[config.mk]
export PLATFORM = sky130hd
export DESIGN_NAME = detector_jogada
export DESIGN_NICKNAME = d
export VERILOG_FILES = /design/src/rtl/detector_jogada.sv
export SDC_FILE = /design/constraint.sdc
export NUM_CORES = 1
export LEC_CHECK = 0
export ABC_AREA = 1
export CAP_MARGIN = 20
export CELL_PAD_IN_SITES_DETAIL_PLACEMENT = 1
export CELL_PAD_IN_SITES_GLOBAL_PLACEMENT = 1
export CORE_UTILIZATION = 40
export CTS_CLUSTER_SIZE = 40
export DETAILED_ROUTE_END_ITERATION = 16
export PLACE_DENSITY = 0.87
export SLEW_MARGIN = 10
export SYNTH_ARGS = -nofsm -noshare
export SYNTH_HDL_FRONTEND = slang
export SYNTH_SLANG_ARGS = --single-unit
[constraint.sdc]
create_clock -name clock -period 1.2 [get_ports clock]
set_input_delay 0.12 -clock clock [delete_from_list [all_inputs] [get_ports clock]]
set_output_delay 0.12 -clock clock [all_outputs]
set_load 0.01 [all_outputs]
[src/rtl/detector_jogada.sv]
`default_nettype none
// ============================================================================
//  Module      : detector_jogada
//  Description : Player push-button input stage. Synchronizes and debounces
//                the raw button vector, then validates each press: a single
//                one-hot press while enabled yields a one-cycle tem_jogada
//                strobe with a registered jogada code; simultaneous presses
//                yield a one-cycle multipla strobe instead.
//  Revision    : 1.0 - initial release
// ============================================================================
module detector_jogada #(
    parameter int N_BOTOES = 4,
    parameter int DEBOUNCE = 4
) (
    input  logic                clock,
    input  logic                reset_n,
    input  logic [N_BOTOES-1:0] botoes,
    input  logic                habilita,
    output logic [N_BOTOES-1:0] jogada,
    output logic                tem_jogada,
    output logic                multipla,
    output logic [3:0]          db_estado
);

    localparam int              c_CW      = (DEBOUNCE > 2) ? $clog2(DEBOUNCE) : 1;
    localparam logic [c_CW-1:0] c_CNT_MAX = c_CW'(DEBOUNCE - 1);

    localparam logic [2:0] c_LIVRE    = 3'd0;
    localparam logic [2:0] c_ESPERA   = 3'd1;
    localparam logic [2:0] c_EMITE    = 3'd2;
    localparam logic [2:0] c_MULTIPLA = 3'd3;
    localparam logic [2:0] c_SOLTURA  = 3'd4;

    logic [N_BOTOES-1:0] r_s1;
    logic [N_BOTOES-1:0] r_s2;
    logic [N_BOTOES-1:0] r_amostra;
    logic [c_CW-1:0]     r_cnt;
    logic [N_BOTOES-1:0] r_filtrado;
    logic [2:0]          r_estado;
    logic [2:0]          w_proximo;
    logic [N_BOTOES-1:0] r_jogada;

    logic w_zero;
    logic w_unico;
    logic w_livre_ok;
    logic w_captura;

    assign w_zero  = (r_filtrado == '0);
    assign w_unico = !w_zero && ((r_filtrado & (r_filtrado - 1'b1)) == '0);

    // LIVRE only trusts a zero filtered vector once the debouncer has itself
    // confirmed a stable all-released sample. Right after reset filtrado is 0
    // regardless of the buttons, so a button held across reset must first be
    // seen pressed and then released before a new play can be accepted.
    assign w_livre_ok = w_zero && (r_amostra == '0) && (r_cnt == c_CNT_MAX);

    assign w_captura = (r_estado == c_ESPERA) && !w_zero && habilita && w_unico;

    // Two-flop synchronizer for the asynchronous buttons
    always_ff @(posedge clock or negedge reset_n) begin
        if (!reset_n) begin
            r_s1 <= '0;
            r_s2 <= '0;
        end else begin
            r_s1 <= botoes;
            r_s2 <= r_s1;
        end
    end

    // Whole-vector debounce: any change restarts the stable-cycle count
    always_ff @(posedge clock or negedge reset_n) begin
        if (!reset_n) begin
            r_amostra  <= '0;
            r_cnt      <= '0;
            r_filtrado <= '0;
        end else if (r_s2 != r_amostra) begin
            r_amostra <= r_s2;
            r_cnt     <= '0;
        end else if (r_cnt != c_CNT_MAX) begin
            r_cnt <= r_cnt + 1'b1;
        end else begin
            r_filtrado <= r_amostra;
        end
    end

    // Next-state logic of the press-validation FSM
    always_comb begin
        w_proximo = c_LIVRE;
        case (r_estado)
            c_LIVRE:    w_proximo = w_livre_ok ? c_ESPERA : c_LIVRE;
            c_ESPERA: begin
                if (w_zero)         w_proximo = c_ESPERA;
                else if (!habilita) w_proximo = c_LIVRE;
                else if (w_unico)   w_proximo = c_EMITE;
                else                w_proximo = c_MULTIPLA;
            end
            c_EMITE:    w_proximo = c_SOLTURA;
            c_MULTIPLA: w_proximo = c_LIVRE;
            c_SOLTURA:  w_proximo = w_zero ? c_ESPERA : c_SOLTURA;
            default:    w_proximo = c_LIVRE;
        endcase
    end

    // State register
    always_ff @(posedge clock or negedge reset_n) begin
        if (!reset_n) r_estado <= c_LIVRE;
        else          r_estado <= w_proximo;
    end

    // Captured play, written only when a valid single press is accepted
    always_ff @(posedge clock or negedge reset_n) begin
        if (!reset_n)       r_jogada <= '0;
        else if (w_captura) r_jogada <= r_filtrado;
    end

    // Moore output decode and debug state code
    always_comb begin
        tem_jogada = (r_estado == c_EMITE);
        multipla   = (r_estado == c_MULTIPLA);
        db_estado  = 4'hF;
        case (r_estado)
            c_LIVRE, c_ESPERA, c_EMITE, c_MULTIPLA, c_SOLTURA: db_estado = {1'b0, r_estado};
            default:                                          db_estado = 4'hF;
        endcase
    end

    assign jogada = r_jogada;

endmodule
`default_nettype wire
==> results.py <==
metrics = {
    "synth": {
        "synth_top_area_cell": "dfrtp_1",
        "synth_top_area_share": 0.545,
        "ys_seq_elements": 25,
        "synthDistinctLibCells": 23,
        "synth_nets": 131,
        "ys_warn_count": 0,
        "synth_cells": 123,
        "yosysSeqAreaShare": 0.545,
        "synth_area_leaders": "dfrtp_1 54%, nand2_1 11%, inv_1 3.9%",
        "synth_area_um2": 1150,
        "syn_area_per_cell_um2": 9.34,
    },
    "critical_path": {
        "crit_chain": "buf_6, inv_8, o21ai_1, buf_2",
        "startpoint_type": "flip-flop",
        "rr_worst_depth": 8,
        "regToRegStartpoint": "r_estado[2]",
        "critPathRequiredTime_ps": 1080,
        "r2r-end": "jogada[3]",
        "cpMaxStageDelayCell": "dfrtp_1",
        "crit_family": "flip-flops",
        "arrival_ps": 1250,
        "cp_max_fo": 5,
        "crit_cells": 4,
        "reg2reg_setup_slack_ps": -110,
        "crit_type": "flip-flop to output pin",
        "worstSetupEndpointType": "output pin",
        "slowest_delay_ps": 430,
        "critPathBufInv": 3,
    },
    "sta": {
        "rsz0062_at_grt": "yes",
        "fin_crit_sh": 1.14,
        "fin_ws_ps": -172,
        "holdWs_ps": 156,
        "hold_viol_final": 0,
        "slew_headroom": 0.799,
        "finClkSkew_ps": 3.18,
        "worst_pin_slew_ps": 301,
        "timing.fmax_ghz": 0.729,
        "slew_viol_final": 0,
        "period_needed_ps": 1370,
        "setup_viol_count_final": 10,
    },
    "die": {
        "start_util": 0.420,
        "die_h_um": 55.6,
        "core_um2": 2730,
        "dieArea_um2": 3090,
        "die_w_um": 55.6,
        "num_rows": 19,
        "io_pins": 17,
    },
    "routing": {
        "routed_wl_um": 2570,
        "detail-route-antenna-nets": 0,
        "vias_per_cell": 4.86,
        "drc_errors": 0,
        "drtPass1Iterations": 4,
        "dr_total_vias": 904,
        "wl_per_cell_um": 13.8,
        "drt_iter0_markers": 20,
    },
    "clocking": {
        "cts_buffers": 3,
        "postCtsHoldBufs": 0,
        "htree_levels": 1,
        "cts_sinks": 25,
        "clk_latency_ps": 320,
        "clockBufferDepth": 2,
        "path_clk_slew_ps": 130,
        "cts_tree": "done",
        "cts_root_buffer": "clkbuf_4",
    },
    "finish": {
        "antenna_cells": 0,
        "fin_cells": 186,
        "fill_cells": 308,
        "final_cell_mix": "27 x nand2_1, 23 x dfrtp_1, 11 x buf_4",
        "drive_gt1_frac": 0.406,
        "nets": 164,
        "area_growth_pct": 36.2,
        "layout_commonest_cell": "nand2_1",
    },
    "flow_run": {
        "max_cap_viol_count": 0,
    },
    "pwr": {
        "power.share.clock": 0.270,
        "peakVddDrop_mv": 0.897,
        "p_int_w": 0.00104,
        "pwr-share-seq": 0.651,
        "p_leak_nw": 0.825,
        "total_power_w": 0.00136,
        "p_sw_w": 0.000321,
        "power_frac_comb": 0.079,
        "switching_share": 0.237,
        "pwr_density_cell_nw_per_um2": 868,
    },
    "grt": {
        "grt_overflow": 0,
        "grt_pass1_vias": 961,
        "antenna_found_initial": 0,
        "grt_max_degree": 26,
        "track_usage": 0.175,
        "grt_pass1_wl_um": 4140,
    },
    "worst_hold_path": {
        "hold_class": "input port to asynchronous set/reset pin",
    },
    "outcome": {
        "status": "finished, violations left",
        "violations": "negative setup slack",
    },
    "placement": {
        "port_buffers": 16,
        "dp_hpwl_um": 1810,
        "placed_cells": 172,
        "gp_congestion": 0.757,
    },
}
metrics by stage:
| step | TNS, ps | util | instance area (µm²) | setup slack, ps |
|---|---|---|---|---|
| finish | -1060 | 0.572 | 1560 | -172 |
| global placement | -353 | 0.506 | 1380 | -84.3 |
| global route | -1890 | 0.572 | 1560 | -238 |
| floorplan | 0 | - | 1150 | 125 |
| CTS | -963 | 0.532 | 1460 | -146 |
| detailed placement | -608 | 0.506 | 1380 | -140 |
flip-flops by register name, indices dropped and copies added (netlist names):
name and flops:
r_s1 4, r_cnt 2, r_filtrado 4, r_amostra 4
jogada 4, r_estado 3, r_s2 4
per-layer routing:
layer | wire length [µm] | part of all wire | global-route usage | up-vias
met2 | 1440 | 0.56 | 0.308 | 16
met1 | 1010 | 0.39 | 0.202 | 441
met4 | 56 | 0.022 | 0.100 | 0
li1 | - | - | - | 441
met5 | 0 | 0 | 0 | -
met3 | 61 | 0.024 | 0.0279 | 6
worst max-delay path by stage:
stage	start	end	slack, ps
after floorplan	r_cnt[0]	r_estado[0]	120
after global placement	r_estado[2]	tem_jogada	-80
after detailed placement	r_estado[2]	db_estado[0]	-140
after CTS	r_estado[2]	tem_jogada	-150
after global routing	r_estado[2]	db_estado[0]	-240
final	r_estado[2]	db_estado[0]	-170
power groups by stage:
stage / Clock [W] / Sequential [W] / Combinational, W
after floorplan: 0 / 0.000894 / 0.0000534
after global placement: 0 / 0.000896 / 0.0000939
after detailed placement: 0 / 0.000899 / 0.0000998
after CTS: 0.000380 / 0.000883 / 0.000101
after global routing: 0.000426 / 0.000887 / 0.000120
final: 0.000367 / 0.000883 / 0.000107
Yosys cell counts:
cell type  number
a21oi_1         1
nand3_1         8
nor2_8          1
clkbuf_1        5
o21ai_0         1
nor2_1         11
nand2_1        35
buf_2           1
nand4_1         4
inv_2           4
o22ai_1         1
nand4_4         1
nand2_4         3
nor2_4          3
xor2_1          1
mux2i_1         1
ha_1            1
nand3_4         1
nand2_2         1
dfrtp_1        25
a21oi_4         1
nor3_1          1
inv_1          12
cells by family after synthesis:
kind of cell,Yosys count,share of synthesized area
simple gates,69,0.327
flops,25,0.545
buf+inv,22,0.0730
mux,1,0.00871
compound gates,4,0.0283
xor+xnor,1,0.00763
fa+ha+maj,1,0.0109
layout make-up:
type	instances	area, µm²	area share
Tap cell	31	38.8	0.0248
Multi-Input combinational cell	76	504	0.322
Inverter	16	72.6	0.0464
Clock inverter	1	5.00	0.00320
Clock buffer	3	22.5	0.0144
Sequential cell	25	628	0.402
Timing Repair Buffer	34	293	0.187
what timing repair did:
item / CTS / global route
endpoints found under the setup margin: 15 / 17
setup buffers: 6 / 4
resized for setup: 38 / 29
pin swaps: 3 / 8
No activity file was read; power rests on OpenSTA's default activity.
